===== src/rtl/exec_trace_buffer.sv =====
// exec_trace_buffer
// Execution-trace capture buffer for the instruction computer's commit view.
// Keeps the most recent DEPTH commit records in a circular buffer. An optional
// store-address trigger, followed by a post-trigger window, ends the capture.
// An explicit stop also ends it. The frozen buffer is then streamed out
// oldest-first over a valid/ready port.
//
// Ports:
//   clk, reset        clock and asynchronous active-low reset
//   arm               one-cycle pulse: clear the capture state and enter ARMED
//   stop              end the capture now (ARMED/POST -> DONE)
//   wr_only           capture only the cycles where memwrite=1
//   trig_en/trig_addr store-address trigger enable and address
//   valid, pc, instr, memwrite, dataadr, writedata
//                     per-cycle commit record
//   rd_valid/rd_ready/rd_data
//                     readout stream {pc, instr, memwrite, dataadr, writedata}
//   state, triggered, overflow, count
//                     status outputs
module exec_trace_buffer #(
  parameter int DWIDTH    = 8,
  parameter int IWIDTH    = 16,
  parameter int PCWIDTH   = 8,
  parameter int DEPTH     = 16,
  parameter int POST_TRIG = 8
) (
  input  logic                                  clk,
  input  logic                                  reset,
  input  logic                                  arm,
  input  logic                                  stop,
  input  logic                                  wr_only,
  input  logic                                  trig_en,
  input  logic [DWIDTH-1:0]                     trig_addr,
  input  logic                                  valid,
  input  logic [PCWIDTH-1:0]                    pc,
  input  logic [IWIDTH-1:0]                     instr,
  input  logic                                  memwrite,
  input  logic [DWIDTH-1:0]                     dataadr,
  input  logic [DWIDTH-1:0]                     writedata,
  output logic                                  rd_valid,
  input  logic                                  rd_ready,
  output logic [PCWIDTH+IWIDTH+2*DWIDTH:0]      rd_data,
  output logic [1:0]                            state,
  output logic                                  triggered,
  output logic                                  overflow,
  output logic [$clog2(DEPTH):0]                count
);

  localparam int AW = $clog2(DEPTH);
  localparam int CW = AW + 1;
  localparam int RW = PCWIDTH + IWIDTH + 2*DWIDTH + 1;
  localparam logic [CW-1:0] FULL      = CW'(DEPTH);
  localparam logic [AW-1:0] POST_INIT = AW'(POST_TRIG);

  typedef enum logic [1:0] {
    ST_IDLE  = 2'd0,
    ST_ARMED = 2'd1,
    ST_POST  = 2'd2,
    ST_DONE  = 2'd3
  } state_t;

  state_t        state_q, state_d;
  logic [AW-1:0] wr_ptr_q, wr_ptr_d;
  logic [AW-1:0] rd_ptr_q, rd_ptr_d;
  logic [CW-1:0] count_q, count_d;
  logic [AW-1:0] post_cnt_q, post_cnt_d;
  logic          triggered_q, triggered_d;
  logic          overflow_q, overflow_d;
  logic          wr_en;

  logic [RW-1:0] mem [DEPTH];

  logic          capturable;
  logic          trig_hit;
  logic [RW-1:0] rec_in;

  assign capturable = valid && (!wr_only || memwrite);
  assign trig_hit   = (state_q == ST_ARMED) && trig_en && capturable && memwrite &&
                      (dataadr == trig_addr);
  assign rec_in     = {pc, instr, memwrite, dataadr, writedata};

  assign rd_valid  = (state_q == ST_DONE) && (count_q != '0);
  assign rd_data   = rd_valid ? mem[rd_ptr_q] : '0;
  assign state     = state_q;
  assign triggered = triggered_q;
  assign overflow  = overflow_q;
  assign count     = count_q;

  // Next-state logic. arm overrides everything. In ARMED/POST the capture is
  // applied first, and then stop can still force DONE. The read pointer is
  // loaded with the oldest entry using the post-capture pointer and count.
  always_comb begin
    state_d     = state_q;
    wr_ptr_d    = wr_ptr_q;
    rd_ptr_d    = rd_ptr_q;
    count_d     = count_q;
    post_cnt_d  = post_cnt_q;
    triggered_d = triggered_q;
    overflow_d  = overflow_q;
    wr_en       = 1'b0;

    if (arm) begin
      state_d     = ST_ARMED;
      wr_ptr_d    = '0;
      rd_ptr_d    = '0;
      count_d     = '0;
      post_cnt_d  = '0;
      triggered_d = 1'b0;
      overflow_d  = 1'b0;
    end else begin
      case (state_q)
        ST_ARMED, ST_POST: begin
          if (capturable) begin
            wr_en    = 1'b1;
            wr_ptr_d = wr_ptr_q + AW'(1);
            if (count_q == FULL) begin
              overflow_d = 1'b1;
            end else begin
              count_d = count_q + CW'(1);
            end
            if (trig_hit) begin
              triggered_d = 1'b1;
              if (POST_TRIG == 0) begin
                state_d = ST_DONE;
              end else begin
                state_d    = ST_POST;
                post_cnt_d = POST_INIT;
              end
            end else if (state_q == ST_POST) begin
              post_cnt_d = post_cnt_q - AW'(1);
              if (post_cnt_q == AW'(1)) begin
                state_d = ST_DONE;
              end
            end
          end
          if (stop) begin
            state_d = ST_DONE;
          end
          if (state_d == ST_DONE) begin
            rd_ptr_d = wr_ptr_d - count_d[AW-1:0];
          end
        end
        ST_DONE: begin
          if (count_q == '0) begin
            state_d = ST_IDLE;
          end else if (rd_ready) begin
            rd_ptr_d = rd_ptr_q + AW'(1);
            count_d  = count_q - CW'(1);
            if (count_q == CW'(1)) begin
              state_d = ST_IDLE;
            end
          end
        end
        default: begin
        end
      endcase
    end
  end

  always_ff @(posedge clk or negedge reset) begin
    if (!reset) begin
      state_q     <= ST_IDLE;
      wr_ptr_q    <= '0;
      rd_ptr_q    <= '0;
      count_q     <= '0;
      post_cnt_q  <= '0;
      triggered_q <= 1'b0;
      overflow_q  <= 1'b0;
    end else begin
      state_q     <= state_d;
      wr_ptr_q    <= wr_ptr_d;
      rd_ptr_q    <= rd_ptr_d;
      count_q     <= count_d;
      post_cnt_q  <= post_cnt_d;
      triggered_q <= triggered_d;
      overflow_q  <= overflow_d;
    end
  end

  // Record storage has no reset. Reset clears only the pointers and count.
  always_ff @(posedge clk) begin
    if (wr_en) begin
      mem[wr_ptr_q] <= rec_in;
    end
  end

endmodule

===== config.mk =====
export PLATFORM = sky130hd
export DESIGN_NAME = exec_trace_buffer
export DESIGN_NICKNAME = d
export VERILOG_FILES = /design/src/rtl/exec_trace_buffer.sv
export SDC_FILE = /design/constraint.sdc
export NUM_CORES = 1
export LEC_CHECK = 0
export CORE_MARGIN = 2
export CORE_UTILIZATION = 60
export DETAILED_ROUTE_END_ITERATION = 6
export MAX_ROUTING_LAYER = met4
export PLACE_DENSITY = 0.79
export SLEW_MARGIN = 20
export SYNTH_ARGS = -nofsm -noshare
export SYNTH_HDL_FRONTEND = slang
export SYNTH_SLANG_ARGS = --single-unit

===== constraint.sdc =====
create_clock -name clk -period 5.3 [get_ports clk]
set_clock_uncertainty 0.15 [all_clocks]
set_input_delay 1.06 -clock clk [delete_from_list [all_inputs] [get_ports clk]]
set_output_delay 1.06 -clock clk [all_outputs]
set_load 0.01 [all_outputs]

==> reports/metrics.csv, run 1 <==
metric,value,unit
numCtsBuffers,66,
power.share.clock,33.9,%
synthesis.nets,1258,
grt_pass1_wl,92600,um
drc,0,
final-hold-violation-count,0,
vias,13200,
setup-violations-final,0,
layout-drive-gt1-share,26.5,%
finalCriticalPeriod,4.83,ns
wl_per_cell,31.5,um
syn2layout_area_growth,16.1,%
synth_top_area_cell,edfxtp_1,
ant_nets,0,
cp.required,4.09,ns
status,"complete, no violations",
initial_core_util,60.6,%
timing.rr.end,rd_ptr_q[3]$_DFFE_PN0P_,
pin_count,108,
rrSetupSlack,2.18,ns
cts_tree,yes,
grt_start_max_net_pins,58,
synth_seq_area_share,75.8,%
synth_most_common_cell,edfxtp_1,
antenna_found_initial,4,
synth_top_cells_by_count,"edfxtp_1 (656), mux4_2 (205), nor2b_1 (42), clkbuf_1 (35), nor2_1 (27)",
grt_overflow,0,
timing.final.crit_share,91.1,%
rsz0062_at_grt,no,
grt_usage,28.9,%
end_kind,output pin,
core-area,44000,um^2
clockBufferDepth,3,
switching_share,25.7,%
synthCells,1183,
post_cts_buffers,0,
clk_pin_slew_worst_paths,0.07,ns
drt_pass1_iterations,6,
first_iter_violations,2150,
die_height,215,um
p_sw,3660,uW
crit_arrival,3.62,ns
powerDensity,460,nW/um^2
synth.avg_cell_area,22.6,um^2
clk_latency,0.57,ns
ys_dominant_reg_cell,edfxtp_1,
worst_slew_pin_slew,0.927,ns
rr_startpoint,count[1]$_DFFE_PN0P_,
slew_headroom,38.2,%
vdd_drop_max,0.309,mV
synth_top_area_share,73.8,%
path_max_fanout,23,
total_leakage_power,0.00967,uW
synth_cell_types,52,
synthArstFlopShare,3.10,%
clkSinkCount,677,
dp_worst_setup_slack,0.849,ns
drv_slew,0,
layout_setup_ws,0.474,ns
crit_type,reg2out,
ctsHoldBuffers,0,
p_comb_share,22.3,%
synth-edff-count,656,
placed_cells_incl_taps,1866,
p_seq_share,43.8,%
drt-vias-per-instance,6.65,
rows,77,
synth_seq_cells,677,
htree_levels,3,
cap_violations,0,
clock.fmax,0.207,GHz
rr_worst_depth,11,
min_path_type,in2async,
grt_pass1_vias,13900,
die_area,46200,um^2
netlist_area,26700,um^2
root_buffer,clkbuf_16,
dp_hpwl,31100,um
wl,62800,um
ys_top_cells_by_area,"edfxtp_1 (74%), mux4_2 (17%), dfrtp_1 (2.0%)",
gp_congestion,0.901,
fin_cells,1991,
port_buffers,107,
synth_warnings,0,
fp.dieW,215,um
nNetsFinal,1417,
worst_setup_path_start_kind,flip-flop,
cts_resized,0,
p_int,10600,uW
-- cells by family after synthesis --
family | after synthesis | synth area share, %
adders and majority gates | 18 | 0.872
xor gates and xnor gates | 18 | 0.642
muxes | 210 | 17.5
buffers and inverters | 85 | 1.50
DFF | 677 | 75.8
and+or+nand+nor | 125 | 2.48
AOI/OAI and AO/OA | 50 | 1.25
-- per-stage QoR --
stage	hold slack [ns]	util (%)	total power (uW)	TNS, ns	area (um^2)
after floorplan	0.310	-	8480	-19.26	26700
after global placement	0.330	65.3	9420	0	28800
after detailed placement	0.356	65.3	9470	0	28800
after CTS	0.370	70.4	14300	0	31000
after global routing	0.328	70.4	14700	0	31000
final	0.300	70.4	14300	0	31000
-- power by group through the flow --
stage	Sequential (uW)	Clock, uW	Combinational (uW)
2_1_floorplan	6170	0	2310
3_3_place_gp	6340	0	3080
3_5_place_dp	6350	0	3120
4_1_cts	6250	4890	3200
5_1_grt	6270	5070	3360
6_report	6250	4840	3170
-- cell type report --
| type | instances | area, um^2 |
|---|---|---|
| multi-input cells | 421 | 6150 |
| clock buffers | 87 | 1840 |
| diodes | 5 | 12.5 |
| well taps | 592 | 741 |
| inverters | 23 | 86.3 |
| repair buffers | 153 | 1540 |
| flip-flops and latches | 677 | 20200 |
| fillers | 2502 | 13000 |
| clock inverters | 33 | 385 |
-- placed cells by master, fill, tap and decap left out, drive strengths merged, types with 9 or more instances in the layout --
cell and n:
xor2 10, o21ai 10, buf 47, clkdlybuf4s50 106, dfrtp 21, nand2 17
mux4 205, bufinv 9, inv 25, nor2 27, nor2b 42, edfxtp 656
a21oi 11, clkinv 20, nor3 12, ha 17, clkbuf 87
-- registers in the layout, indices dropped and copies added (netlist names) --
register	flops
triggered	1
mem	656
count	5
rd_ptr_q	4
post_cnt_q	4
wr_ptr_q	4
state	2
overflow	1
-- per-layer routing --
| metal | wire length (um) | share of wire, % | global-route usage (%) |
|---|---|---|---|
| met1 | 23500 | 37 | 39.3 |
| met2 | 31300 | 50 | 44.8 |
| met3 | 6180 | 9.8 | 5.68 |
| met4 | 1820 | 2.9 | 9.75 |
| met5 | 0 | 0 | - |
-- critical path: stages (launching register included) --
cell and delay (ns):
dfrtp_4 0.68, buf_4 0.48, mux4_2 0.62, mux4_2 0.50, nor2b_1 0.20, clkdlybuf4s50_1 0.54
-- worst max path at each step --
stage                                  startpoint                 endpoint  slack, ns  cells past startpoint
final                     rd_ptr_q[0]$_DFFE_PN0P_              rd_data[34]       0.47                      5
after global routing         count[1]$_DFFE_PN0P_              rd_data[35]       0.36                      7
after CTS                 rd_ptr_q[0]$_DFFE_PN0P_              rd_data[34]       0.45                      5
after detailed placement                 memwrite  rd_ptr_q[3]$_DFFE_PN0P_       0.85                     11
after global placement                   memwrite  rd_ptr_q[2]$_DFFE_PN0P_       0.95                     10
after floorplan                           wr_only      mem[4][0]$_DFFE_PP_      -0.06                      7
(Power assumes the default switching activity.)
==> run 2, diff against run 1 <==
- ABC_AREA: unset -> 1
- CORE_UTILIZATION: 60 -> 61
- PLACE_DENSITY: 0.79 -> unset
- PLACE_DENSITY_LB_ADDON: unset -> 0.08
- clock period: 5.3 -> 5.4 ns (I/O delays scaled with it)
==> reports/metrics.csv, run 2 <==
metric,value,unit,change
antenna_found_initial,2,,-2
clock.fmax,0.204,GHz,
layout_setup_ws,0.486,ns,+0.0117 ns
worst_setup_path_start_kind,flip-flop,,
worst_slew_pin_slew,1.15,ns,+0.224 ns
drc,0,,unchanged
total_leakage_power,0.0107,uW,+11%
clk_pin_slew_worst_paths,0.06,ns,about the same
synth_top_cells_by_count,"edfxtp_1 (656), nor2_1 (319), o21ai_0 (246), nand2_1 (235), a21oi_1 (113)",,
path_max_fanout,50,,+120%
finalCriticalPeriod,4.91,ns,
initial_core_util,62.0,%,+1.4 points
final_common_cell,edfxtp_1,,
synth.avg_cell_area,12.6,um^2,-44%
largest_reg_flops,656,,unchanged
slew_headroom,23.2,%,-15 points
clockBufferDepth,3,,unchanged
most-common-layout-cells,"edfxtp_1 (656), nor2_1 (315), o21ai_0 (246), nand2_1 (234), a21oi_1 (113)",,
cp_slowest_cell,nand2_4,,
synth_cell_types,38,,-27%
cts_tree,yes,,
end_kind,output pin,,
crit_arrival,3.68,ns,+0.06 ns
status,"complete, no violations",,
clkSinkCount,677,,unchanged
fin_cells,2921,,+47%
synth_top_area_share,71.7,%,-2.1 points
fp.dieW,216,um,+0.61%
ys_dominant_reg_cell,edfxtp_1,,
synth_most_common_cell,edfxtp_1,,
dp_hpwl,36200,um,+16%
synth-edff-count,656,,unchanged
synth_seq_area_share,73.6,%,-2.2 points
drt-vias-per-instance,6.20,,-6.8%
synthesis.nets,2250,,+79%
synth_seq_cells,677,,unchanged
slowest_delay,0.70,ns,+0.02 ns
wl_per_cell,23.6,um,-25%
clk_latency,0.59,ns,+0.02 ns
synth_warnings,0,,unchanged
netlist_area,27500,um^2,+2.9%
crit_type,reg2out,,
post_cts_buffers,0,,unchanged
cts_resized,0,,unchanged
timing.final.crit_share,91.0,%,
ant_nets,0,,unchanged
drt_pass1_iterations,7,,+1
port_buffers,107,,unchanged
grt_pass1_wl,104000,um,+12%
pin_count,108,,unchanged
rows,77,,unchanged
cap_violations,0,,unchanged
grt_start_max_net_pins,172,,+200%
nNetsFinal,2351,,+66%
htree_levels,3,,unchanged
syn2layout_area_growth,14.3,%,
numCtsBuffers,69,,+4.5%
die_area,46800,um^2,+1.2%
die_height,216,um,+0.61%
synthArstFlopShare,3.10,%,unchanged
layout-drive-gt1-share,8.12,%,-18 points
gp_congestion,0.826,,-8.3%
setup-violations-final,0,,unchanged
synthCells,2175,,+84%
ctsHoldBuffers,0,,unchanged
final-hold-violation-count,0,,unchanged
dp_worst_setup_slack,1.12,ns,+0.274 ns
worstPathCellList,buf_4 > nand2_4 > buf_4 > a21oi_1 > o21ai_0 > nand4_1 > a21oi_1 > clkdlybuf4s50_1,,
vias,18100,,+37%
vdd_drop_max,0.288,mV,-6.8%
cp.required,4.17,ns,+0.08 ns
rsz0062_at_grt,no,,
fin_tns_setup,0,ns,unchanged
first_iter_violations,2055,,-4.4%
powerDensity,459,nW/um^2,-0.22%
wl,69000,um,+9.9%
root_buffer,clkbuf_16,,
p_total,14400,uW,+1.2%
placed_cells_incl_taps,2797,,+50%
drv_slew,0,,unchanged
core-area,44300,um^2,+0.66%
ys_top_cells_by_area,"edfxtp_1 (72%), o21ai_0 (4.5%), nor2_1 (4.4%)",,
min_path_type,reg2reg,,
grt_usage,30.5,%,+1.7 points
regMostFlops,mem,,
synth_top_area_cell,edfxtp_1,,
grt_pass1_vias,17400,,+26%
grt_overflow,0,,unchanged
## run 2: changes by cell type after synthesis, moves of 39 or more
cell      previous run  this run
a21oi_1             11       113
o22ai_1              0        39
mux4_2             205         0
o21ai_0              5       246
o221ai_1             1        50
nor2b_1             42         0
inv_1               20       103
nand2_1             17       235
nor2_1              27       319
nand4_1              4        57
nand3_1              7        72
## run 2: worst paths after layout
path	from	endpoint	slack, ns	depth (start not counted)
max in group asynchronous	reset	rd_ptr_q[3]$_DFFE_PN0P_	4.10	2
max	rd_ptr_q[1]$_DFFE_PN0P_	rd_data[31]	0.49	8
max reg2reg	state[0]$_DFFE_PN0P_	mem[3][1]$_DFFE_PP_	2.14	6
min reg2reg	overflow$_DFFE_PN0P_	overflow$_DFFE_PN0P_	0.35	2
min in group asynchronous	reset	wr_ptr_q[1]$_DFFE_PN0P_	0.70	2
min	overflow$_DFFE_PN0P_	overflow$_DFFE_PN0P_	0.35	2
## run 2: stage by stage
step / instance area [um^2] / utilization (%) / hold slack (ns)
2_1_floorplan: 27500 / - / 0.364
3_3_place_gp: 29300 / 66.0 / 0.321
3_5_place_dp: 29300 / 66.0 / 0.340
4_1_cts: 31400 / 70.9 / 0.357
5_1_grt: 31400 / 70.9 / 0.376
6_report: 31400 / 70.9 / 0.347
## run 2: kinds of logic after synthesis
logic type               Yosys count  synth area share, %
XOR/XNOR                          10                0.319
adder cells (fa/ha/maj)           18                0.847
flip-flops                       677                 73.6
AND/OR/NAND/NOR                  703                 10.6
buffers and inverters            242                 3.97
AO/OA/AOI/OAI                    525                 10.7
## run 2: final cells by class
class | instances | area (um^2)
clock buffer | 86 | 1870
tap | 592 | 741
timing repair buffer | 164 | 1590
sequential | 677 | 20200
clock inverter | 36 | 282
antenna | 2 | 5.00
fill | 3029 | 12900
inverter | 108 | 415
multi-input combinational | 1256 | 6280
## run 2: metal layers
layer / GRT usage (%) / wire [um]
met5: - / 0
met4: 9.73 / 1760
met3: 4.83 / 6510
met2: 47.2 / 33000
met1: 42.3 / 27700
## run 2: power by group
part           internal [uW]  switching (uW)
logic                   1220            2590
registers               5930             126
clock network           2650            1910
total                   9800            4630
## run 2: critical path, delay by kind of cell, from the launching register on
kind	cells	cell delay, ns
buffers and inverters	3	1.30
and+or+nand+nor	2	0.83
DFF	1	0.51
AOI/OAI and AO/OA	3	0.45
